==> config.mk <==
export PLATFORM = sky130hd
export DESIGN_NAME = shared_reg_arbiter
export DESIGN_NICKNAME = d
export VERILOG_FILES = /design/src/rtl/shared_reg_arbiter.sv
export SDC_FILE = /design/constraint.sdc
export NUM_CORES = 1
export LEC_CHECK = 0
export CAP_MARGIN = 15
export CORE_UTILIZATION = 45
export CTS_BUF_LIST = sky130_fd_sc_hd__clkbuf_8
export CTS_CLUSTER_DIAMETER = 200
export DETAILED_ROUTE_END_ITERATION = 6
export GPL_TIMING_DRIVEN = 1
export PLACE_DENSITY = 0.79
export SETUP_SLACK_MARGIN = 0.3
export SKIP_CTS_REPAIR_TIMING = 1
export SLEW_MARGIN = 20
export SYNTH_ARGS = -nofsm -noshare
export SYNTH_HDL_FRONTEND = slang
export SYNTH_SLANG_ARGS = --single-unit
export TNS_END_PERCENT = 20
==> constraint.sdc <==
create_clock -name clk -period 3 [get_ports clk]
set_input_delay 0.45 -clock clk [delete_from_list [all_inputs] [get_ports clk]]
set_output_delay 0.45 -clock clk [all_outputs]
set_load 0.005 [all_outputs]
==> src/rtl/shared_reg_arbiter.sv <==
// Round-robin arbiter sharing one WIDTH-bit register among N_REQ requesters.
// The grantee writes every cycle it keeps its request up; a hold counter bounds tenure under contention.
module shared_reg_arbiter #(
    parameter int N_REQ    = 4,
    parameter int WIDTH    = 8,
    parameter int MAX_HOLD = 4,
    parameter int IDX_W    = (N_REQ > 1) ? $clog2(N_REQ) : 1
) (
    input  logic                   clk,
    input  logic                   reset,
    input  logic [N_REQ-1:0]       req_i,
    input  logic [N_REQ*WIDTH-1:0] data_i,
    output logic [N_REQ-1:0]       gnt_o,
    output logic [WIDTH-1:0]       q_o,
    output logic                   q_valid_o,
    output logic [IDX_W-1:0]       owner_o,
    output logic                   busy_o
);
    localparam int                HOLD_W    = (MAX_HOLD > 1) ? $clog2(MAX_HOLD) : 1;
    localparam logic [HOLD_W-1:0] HOLD_LAST = HOLD_W'(MAX_HOLD - 1);

    typedef enum logic {IDLE, GRANT} state_t;

    state_t                        state;
    logic [IDX_W-1:0]              ptr;
    logic [IDX_W-1:0]              cur;
    logic [HOLD_W-1:0]             hold;
    logic [N_REQ-1:0][WIDTH-1:0]   data_arr;

    logic                          wr;
    logic                          others;
    logic                          tenure_end;
    logic [N_REQ-1:0]              cur_oh;
    logic [N_REQ-1:0]              cand;
    logic [IDX_W-1:0]              cur_next;
    logic [IDX_W-1:0]              search_base;
    logic [IDX_W-1:0]              scan_idx;
    logic [IDX_W-1:0]              pick_idx;
    logic                          pick_vld;

    assign data_arr = data_i;
    assign busy_o   = |gnt_o;

    always_comb begin
        cur_oh      = N_REQ'(1) << cur;
        cur_next    = (cur == IDX_W'(N_REQ - 1)) ? '0 : cur + 1'b1;
        wr          = (state == GRANT) && req_i[cur];
        others      = |(req_i & ~cur_oh);
        tenure_end  = (state == GRANT) &&
                      (!req_i[cur] || (wr && (hold == HOLD_LAST) && others));
        // While granted, the current owner is masked out and the scan starts just past it.
        cand        = (state == GRANT) ? (req_i & ~cur_oh) : req_i;
        search_base = (state == GRANT) ? cur_next : ptr;
        pick_vld    = 1'b0;
        pick_idx    = '0;
        scan_idx    = '0;
        // Scan from the far end back so the nearest pending requester wins.
        for (int i = N_REQ - 1; i >= 0; i--) begin
            scan_idx = IDX_W'((int'(search_base) + i) % N_REQ);
            if (cand[scan_idx]) begin
                pick_vld = 1'b1;
                pick_idx = scan_idx;
            end
        end
    end

    always_ff @(posedge clk or negedge reset) begin
        if (!reset) begin
            state     <= IDLE;
            gnt_o     <= '0;
            cur       <= '0;
            ptr       <= '0;
            hold      <= '0;
            q_o       <= '0;
            q_valid_o <= 1'b0;
            owner_o   <= '0;
        end else begin
            case (state)
                IDLE: begin
                    if (pick_vld) begin
                        state <= GRANT;
                        cur   <= pick_idx;
                        gnt_o <= N_REQ'(1) << pick_idx;
                        hold  <= '0;
                    end
                end
                GRANT: begin
                    if (wr) begin
                        q_o       <= data_arr[cur];
                        owner_o   <= cur;
                        q_valid_o <= 1'b1;
                    end
                    if (tenure_end) begin
                        ptr  <= cur_next;
                        hold <= '0;
                        if (pick_vld) begin
                            cur   <= pick_idx;
                            gnt_o <= N_REQ'(1) << pick_idx;
                        end else begin
                            state <= IDLE;
                            gnt_o <= '0;
                        end
                    end else if (wr && (hold != HOLD_LAST)) begin
                        // Saturates for a lone requester so expiry fires as soon as contention appears.
                        hold <= hold + 1'b1;
                    end
                end
            endcase
        end
    end
endmodule

=== Word-level counts from Yosys, hierarchy flattened ===
Index checks and enable logic that the tools add are counted.

* Bits in registers: 22
* Input port bits: 38
* Output and inout bits: 16
* Word-level logic and storage cells: 79

* Add/sub/neg operators: 5
* Order comparisons: 5
* Equality and inequality tests: 6
* Shifts and indexed selects: 2
* Multiplexer cells: 37
* Bitwise gates (word level): 3
* Reductions and logical operators: 13

{| class="wikitable"
|+ Operators with widths
! kind !! number
|-
| 2-bit 2-to-1 mux || 11
|-
| 8-bit binary-select mux with 2-bit select || 1
|-
| 4-bit 2-to-1 mux || 4
|-
| 2-bit by 3-bit < comparator with 1-bit output, second input constant || 5
|-
| 1-bit 2-to-1 mux || 11
|-
| 1-bit binary-select mux with 2-bit select || 5
|-
| 8-bit 2-to-1 mux || 1
|-
| 2-bit case mux with 2 select lines || 2
|-
| 4-bit case mux with 2 select lines || 1
|-
| 2-bit AND reduction || 4
|-
| 4-bit OR reduction || 2
|-
| 1-bit by 2-bit << shifter with 4-bit output, first input constant || 2
|-
| 2-bit by 1-bit adder with 2-bit output, second input constant || 3
|-
| 1-bit logical AND || 5
|-
| 2-bit adder, second input constant || 2
|-
| 4-bit bitwise AND || 1
|-
| 2-bit equality test, second input constant || 2
|-
| 2-bit inequality test, second input constant || 2
|-
| 4-bit NOT || 1
|-
| 3-bit by 1-bit inequality test with 1-bit output, second input constant || 1
|-
| 2-bit by 1-bit inequality test with 1-bit output, second input constant || 1
|-
| 1-bit case mux with 2 select lines || 1
|-
| 1-bit zero test || 1
|-
| 1-bit logical OR || 1
|-
| 1-bit NOT || 1
|}

=== Logic depth before layout (Yosys ltp) ===
Gate-level depths: netlist (run 1).

* Word-level depth: 14
* Depth in mapped cells: 8
* Depth with buffers taken out: 7

=== Worst setup path after synthesis (run 1) ===
Ideal clock, no wire load.

* Kind: reg-to-reg
* From: register cur[0]
* To: register gnt_o[3]
* Setup time: 140 ps
* Arrival time: 2,293 ps
* Data required time: 2,860 ps
* Setup slack: 568 ps
* Cell stages (with the launch flop): 9
* Path buffers: 1
* Clock period less this slack: 2,432 ps
* Path through: dfrtp_1 > buf_1 > inv_1 > ha_1 > mux2_2 > or3_1 > a21boi_0 > or3_1 > o22ai_1

* Cells in the longest elaborated chain, start to end: 14
* Elaborated cells on any way between the ends: 44
* Those cells by class: 4 x add/sub; 3 x eq/ne; 2 x shift; 25 x mux; 2 x bitwise; 8 x reduce/logical

{| class="wikitable"
|+ RTL lines
! element !! RTL line !! text
|-
| from (decl) || 26 || <nowiki>logic [IDX_W-1:0] cur;</nowiki>
|-
| from (signal assigned) || 82 || <nowiki>cur <= pick_idx;</nowiki>
|-
| from (signal assigned) || 97 || <nowiki>cur <= pick_idx;</nowiki>
|-
| 2-bit by 1-bit adder with 2-bit output or 2-bit equality test (tied branches) || 46 || <nowiki>cur_next = (cur == IDX_W'(N_REQ - 1)) ? '0 : cur + 1'b1;</nowiki>
|-
| 2-bit 2-to-1 mux * || 46 ||
|-
| via cur_next[1] || 35 || <nowiki>logic [IDX_W-1:0] cur_next;</nowiki>
|-
| 2-bit 2-to-1 mux * || 53 || <nowiki>search_base = (state == GRANT) ? cur_next : ptr;</nowiki>
|-
| 2-bit adder || 59 || <nowiki>scan_idx = IDX_W'((int'(search_base) + i) % N_REQ);</nowiki>
|-
| 1-bit binary-select mux with 2-bit select || 60 || <nowiki>if (cand[scan_idx]) begin</nowiki>
|-
| 1-bit 2-to-1 mux (not written as such) || 60 ||
|-
| 2-bit 2-to-1 mux (4 in series) || 60 ||
|-
| 1-bit by 2-bit << shifter with 4-bit output || 83, 98 ||
|-
| 4-bit 2-to-1 mux || 96 || <nowiki>if (pick_vld) begin</nowiki>
|-
| 4-bit 2-to-1 mux || 93 || <nowiki>if (tenure_end) begin</nowiki>
|-
| 4-bit case mux with 2 select lines || 78 || <nowiki>case (state)</nowiki>
|-
| to (signal assigned) || 83 || <nowiki>gnt_o <= N_REQ'(1) << pick_idx;</nowiki>
|-
| to (signal assigned) || 98 || <nowiki>gnt_o <= N_REQ'(1) << pick_idx;</nowiki>
|-
| to (decl) || 13 || <nowiki>output logic [N_REQ-1:0] gnt_o,</nowiki>
|}

Mark *: on every way through the listed nets, which the timed path passes. The rest lies on a longest branch. The select of a mux whose other input is x is not followed.
A chain may end at the register's enable or synchronous reset.

=== Final worst setup path (run 1) ===
* From: register cur[1]
* To: register gnt_o[3]

The elaborated chain is that of the path after synthesis.

==> results.sh, run 1 <==
export IMPL_outcome="finished clean"
export IMPL_cts_root_buf="clkbuf_8"
export IMPL_clkSlewWorstSetupHoldPaths_ns=0.08
export IMPL_die_w_um=58.5
export IMPL_critPathKind="register to register"
export IMPL_max_freq_mhz=410
export IMPL_cts_max_path_buffers=2
export IMPL_gp_congestion=0.970
export IMPL_ys_types=35
export IMPL_crit_path_start_kind="register"
export IMPL_ys_warn_count=0
export IMPL_layout_drive_gt1_share=0.137
export IMPL_syn_nets=158
export IMPL_met3_wirelength_um=236
export IMPL_cp_startpoint="cur[1]"
export IMPL_rsz0062_at_grt="false"
export IMPL_syn_avg_cell_area_um2=12.5
export IMPL_drv_cap=0
export IMPL_post_drt_wl_per_cell_um=15.2
export IMPL_area_delta_synth_final_pct=43.1
export IMPL_maxSlewHeadroom=0.628
export IMPL_vdd_drop_max_uv=378
export IMPL_hpwlAfterDp_um=2530
export IMPL_viasPerCell=5.50
export IMPL_synth_cells=115
export IMPL_required_ns=3.14
export IMPL_fp_dieH_um=58.5
export IMPL_ioPinCount=54
export IMPL_power_leakage_nw=0.837
export IMPL_fin_area_mm2=0.00205
export IMPL_synth_largest_area_cell="dfrtp_1"
export IMPL_diodes=0
export IMPL_nets=212
export IMPL_synthTopCellsByArea="dfrtp_1 38%, mux4_1 15%, mux2_2 8.6%, ha_1 4.4%, a21boi_0 3.1%"
export IMPL_dr_wl_met2_um=1620
export IMPL_portBuffers=53
export IMPL_syn_cell_area_mm2=0.00144
export IMPL_hold_viol_final=0
export IMPL_clock_skew_ns=0.00343
export IMPL_grt_ovfl_total=0
export IMPL_synth_top_area_frac=0.384
export IMPL_setup_viol=0
export IMPL_ys_ff_latch=22
export IMPL_drt_pass1_iter_count=5
export IMPL_final_common_cell="clkdlybuf4s50_1"
export IMPL_wl_met1_um=1330
export IMPL_cts_htree_levels=1
export IMPL_fin_ws_ns=0.562
export IMPL_powerDensity_mw_per_mm2=926
export IMPL_grt_pass1_wl_um=5450
export IMPL_tns_ns=0
export IMPL_drt_iter0_markers=16
export IMPL_grt_pass1_vias=1225
export IMPL_grt_start_max_net_pins=23
export IMPL_r2r_start="cur[1]"
export IMPL_die_area_mm2=0.00342
export IMPL_holdCritPathClass="input pin to async pin"
export IMPL_fin_crit_ns=2.44
export IMPL_final_cell_mix="52 x clkdlybuf4s50_1, 22 x dfrtp_1, 11 x mux2_2, 8 x inv_1, 8 x mux4_1"
export IMPL_worstPathMaxFanout=12
export IMPL_grt_antenna_before_repair=0
export IMPL_placed_cell_area_mm2=0.00199
export IMPL_fp_row_count=20
export IMPL_max_slew_worst_pin_slew_ns=0.557
export IMPL_crit_arrival_ns=2.57
export IMPL_ant_nets=0
export IMPL_worstSkewPairLatency_ns=0.27
export IMPL_cts_tree="done"
export IMPL_initial_utilization=0.474
export IMPL_tritoncts_num_buffers=3
export IMPL_drc=0
export IMPL_vias=1166
export IMPL_dp_slack_ns=0.539
export IMPL_final_util=0.678
export IMPL_wl_um=3220
export IMPL_period_share=0.813
export IMPL_track_usage=0.217
export IMPL_cp_end_kind="register"
export IMPL_fp_coreArea_mm2=0.00303
export IMPL_slew_violations=0
export IMPL_finalPower_mw=1.90
export IMPL_ys_seq_area_frac=0.384
export IMPL_cts_sinks=22
export IMPL_dr_max_layer_used="met4"
==> critical path, cell delays in order (launching register included) <==
cell and delay [ns]:
dfrtp_1 0.61, inv_1 0.17, ha_1 0.33, mux2_2 0.30, or3_1 0.38, a21boi_0 0.21, or3_1 0.21, o22ai_1 0.10
==> worst paths after layout <==
kind                             end  slack [ns]  depth (start not counted)
max                         gnt_o[3]        0.56                          7
max in group asynchronous   gnt_o[3]        2.54                          1
min                            state        0.13                          1
max reg2reg                 gnt_o[3]        0.56                          7
min in group clk           q_valid_o        0.48                          1
min reg2reg                q_valid_o        0.48                          1
==> stage by stage <==
step                hold slack, ns  std cells
floorplan                    0.154        115
finish                       0.125        212
global route                 0.172        212
global placement             0.448        208
detailed placement           0.458        208
CTS                          0.481        212
==> cells by family (layout without fill, tap and decap cells) <==
family | after synthesis | count (layout) | synth area share
compound gates | 27 | 27 | 0.151
buf+inv | 13 | 66 | 0.0497
fa+ha+maj | 5 | 5 | 0.0436
simple gates | 25 | 25 | 0.103
flops | 22 | 22 | 0.384
mux | 23 | 23 | 0.269
==> per-layer routing <==
layer,global-route usage,vias up
met2,0.392,60
met5,0,-
li1,-,551
met1,0.250,550
met4,0.0714,0
met3,0.0549,5
==> Yosys cell counts <==
library cell   n
nor2b_1        2
or3_1          3
buf_1          1
mux2i_1        3
mux4_1         8
inv_1          8
buf_6          2
and2b_1        3
and2_1         1
mux4_2         1
a31oi_1        2
nand3_1        3
nor2_1         2
nand4_1        1
o211ai_1       2
nand2b_1       1
a21bo_2        1
a21boi_0       6
o22ai_1        5
nor3b_1        1
a41oi_1        1
o21ai_0        6
o41ai_4        1
nor3_1         1
mux2_2        11
nor4b_1        1
nor3_2         1
buf_4          2
a32oi_2        1
o21ba_2        1
nor4_1         1
dfrtp_1       22
a21bo_1        1
nand2_1        4
ha_1           5
==> registers in the layout, indices dropped and copies added (netlist names) <==
register and count:
hold 2, q_valid_o 1, owner_o 2, ptr 2, q_o 8, state 1, cur 2, gnt_o 4
==> area by class of cell <==
type	instances	area (µm²)
fillers	227	975
repair buffers	54	533
inverters	8	30.0
clock inverters	1	30.0
multi-input cells	80	813
flip-flops and latches	22	551
well taps	44	55.1
clock buffers	3	41.3
==> where the power goes <==
part	switching (mW)	internal, mW	leakage, nW
clock	0.103	0.178	0.0357
sequential	0.108	0.432	0.263
combinational	0.466	0.614	0.539
total	0.676	1.22	0.837
(Power assumes the default switching activity.)
==> inputs of run 2 (changes only) <==
--- a/config.mk
+++ b/config.mk
@@ -6,12 +6,12 @@
 export NUM_CORES = 1
 export LEC_CHECK = 0
 export CAP_MARGIN = 15
-export CORE_UTILIZATION = 45
+export CORE_UTILIZATION = 41
 export CTS_BUF_LIST = sky130_fd_sc_hd__clkbuf_8
 export CTS_CLUSTER_DIAMETER = 200
 export DETAILED_ROUTE_END_ITERATION = 6
 export GPL_TIMING_DRIVEN = 1
-export PLACE_DENSITY = 0.79
+export PLACE_DENSITY = 0.76
 export SETUP_SLACK_MARGIN = 0.3
 export SKIP_CTS_REPAIR_TIMING = 1
 export SLEW_MARGIN = 20
==> constraint.sdc (replaced) <==
create_clock -name clk -period 2.04 [get_ports clk]
set_input_delay 0.306 -clock clk [delete_from_list [all_inputs] [get_ports clk]]
set_output_delay 0.306 -clock clk [all_outputs]
set_load 0.005 [all_outputs]
==> run 2 against run 1 <==
Compared with the run above: largest cell class unchanged; core utilization rose by 0.99 points; via count increased by 6.5%; clock skew is 0.0023 ns lower; critical path depth did not move; critical endpoint is now gnt_o[0]; setup slack got worse by 0.52 ns; combinational power is 92% higher.
==> results.sh, run 2 (synthesis results as in run 1) <==
export IMPL_hold_viol_final=0
export IMPL_ant_nets=0
export IMPL_p_int_mw=2.03
export IMPL_drc=0
export IMPL_crit_arrival_ns=2.12
export IMPL_power_leakage_nw=0.938
export IMPL_top_regs="q_o (8), gnt_o (4)"
export IMPL_regArea_um2=554
export IMPL_required_ns=2.16
export IMPL_period_share=0.978
export IMPL_slew_violations=0
export IMPL_nets=229
export IMPL_regMostFlops="q_o"
export IMPL_ioPinCount=54
export IMPL_setup_viol=0
export IMPL_track_usage=0.184
export IMPL_cts_tree="done"
export IMPL_cts_root_buf="clkbuf_8"
export IMPL_holdCritPathClass="input pin to async pin"
export IMPL_worstPathMaxFanout=6
export IMPL_vdd_drop_max_uv=719
export IMPL_initial_utilization=0.430
export IMPL_swShare=0.358
export IMPL_p_seq_frac=0.253
export IMPL_final_common_cell="clkdlybuf4s50_1"
export IMPL_fp_row_count=21
export IMPL_fp_dieH_um=61.2
export IMPL_grt_pass1_wl_um=4970
export IMPL_finalPower_mw=3.16
export IMPL_max_slew_worst_pin_slew_ns=0.356
export IMPL_final_cell_mix="53 x clkdlybuf4s50_1, 19 x dfrtp_1, 17 x buf_4, 10 x mux2_2, 8 x mux4_1"
export IMPL_reg2reg_slack_ns=0.04
export IMPL_clkPwrFrac=0.093
export IMPL_cts_max_path_buffers=2
export IMPL_vias=1242
export IMPL_grt_ovfl_total=0
export IMPL_max_freq_mhz=501
export IMPL_die_area_mm2=0.00374
export IMPL_combPwrFrac=0.654
export IMPL_drv_cap=0
export IMPL_grt_antenna_before_repair=0
export IMPL_r2r_cells=7
export IMPL_final_util=0.688
export IMPL_multi_input_area_um2=916
export IMPL_maxSlewHeadroom=0.761
export IMPL_powerDensity_mw_per_mm2=1380
export IMPL_drt_iter0_markers=79
export IMPL_fin_crit_ns=2.00
export IMPL_clkSlewWorstSetupHoldPaths_ns=0.07
export IMPL_outcome="finished clean"
export IMPL_tritoncts_num_buffers=3
export IMPL_viasPerCell=5.38
export IMPL_wl_um=3480
export IMPL_layout_drive_gt1_share=0.330
export IMPL_cts_htree_levels=1
export IMPL_clock_skew_ns=0.00117
export IMPL_die_w_um=61.2
export IMPL_hpwlAfterDp_um=2670
export IMPL_rsz0062_at_grt="true"
export IMPL_area_delta_synth_final_pct=60.0
export IMPL_drt_pass1_iter_count=4
export IMPL_cts_sinks=22
export IMPL_cp_end_kind="register"
export IMPL_fp_coreArea_mm2=0.00334
export IMPL_largest_register_ff_count=8
export IMPL_power_switching_mw=1.13
export IMPL_portBuffers=53
export IMPL_diodes=0
export IMPL_reg2reg_to="gnt_o[0]"
export IMPL_gp_congestion=0.865
export IMPL_critPathKind="register to register"
export IMPL_worstSkewPairLatency_ns=0.25
export IMPL_r2r_start="cur[0]"
export IMPL_grt_pass1_vias=1207
export IMPL_post_drt_wl_per_cell_um=15.1
export IMPL_crit_path_start_kind="register"
export IMPL_grt_start_max_net_pins=23
export IMPL_fill_cells=241
==> run 2: layout make-up <==
cell class | instances | share of cell area
Timing Repair Buffer | 71 | 0.295
Tap cell | 46 | 0.0251
Sequential cell | 22 | 0.241
Multi-Input combinational cell | 80 | 0.399
Clock buffer | 4 | 0.0240
Inverter | 8 | 0.0153
==> run 2: how the worst max path moves through the flow <==
stage / from / endpoint / slack, ns / depth (start not counted)
after global routing: cur[0] / gnt_o[0] / -0.01 / 7
after global placement: req_i[3] / gnt_o[2] / -0.04 / 7
after floorplan: cur[0] / gnt_o[0] / 0.12 / 8
final: cur[0] / gnt_o[0] / 0.04 / 7
after detailed placement: req_i[0] / gnt_o[0] / -0.13 / 7
after CTS: cur[1] / gnt_o[0] / -0.07 / 8
==> run 2: stage by stage <==
stage	std cells	setup TNS, ns	setup WS [ns]	instance area, µm²	hold slack [ns]
after floorplan	115	0	0.123	1470	0.0104
after global placement	223	-0.0884	-0.0359	2120	0.451
after detailed placement	223	-0.451	-0.132	2120	0.460
after CTS	227	-0.0704	-0.0704	2180	0.395
after global routing	231	-0.0147	-0.0147	2300	0.423
final	231	0	0.0444	2300	0.390
==> run 2: power by group through the flow <==
stage	clock [mW]	combinational, mW	sequential (mW)
floorplan	0	1.15	0.751
global placement	0	1.80	0.784
detailed placement	0	1.85	0.795
CTS	0.303	1.88	0.789
global route	0.319	2.23	0.823
finish	0.294	2.07	0.799
==> run 2: critical path, cell delays in order, from the launching register on <==
cell	delay, ns
dfrtp_2	0.48
inv_4	0.10
ha_4	0.12
and2b_1	0.21
o41ai_4	0.37
a32oi_2	0.19
a21bo_1	0.28
o22ai_2	0.11
==> run 2: layer usage <==
metal	track usage	vias to the layer above	wire length [µm]
met4	0.0390	0	19
met5	0	-	0
li1	-	588	-
met1	0.205	606	1350
met3	0.0420	2	208
met2	0.354	46	1900
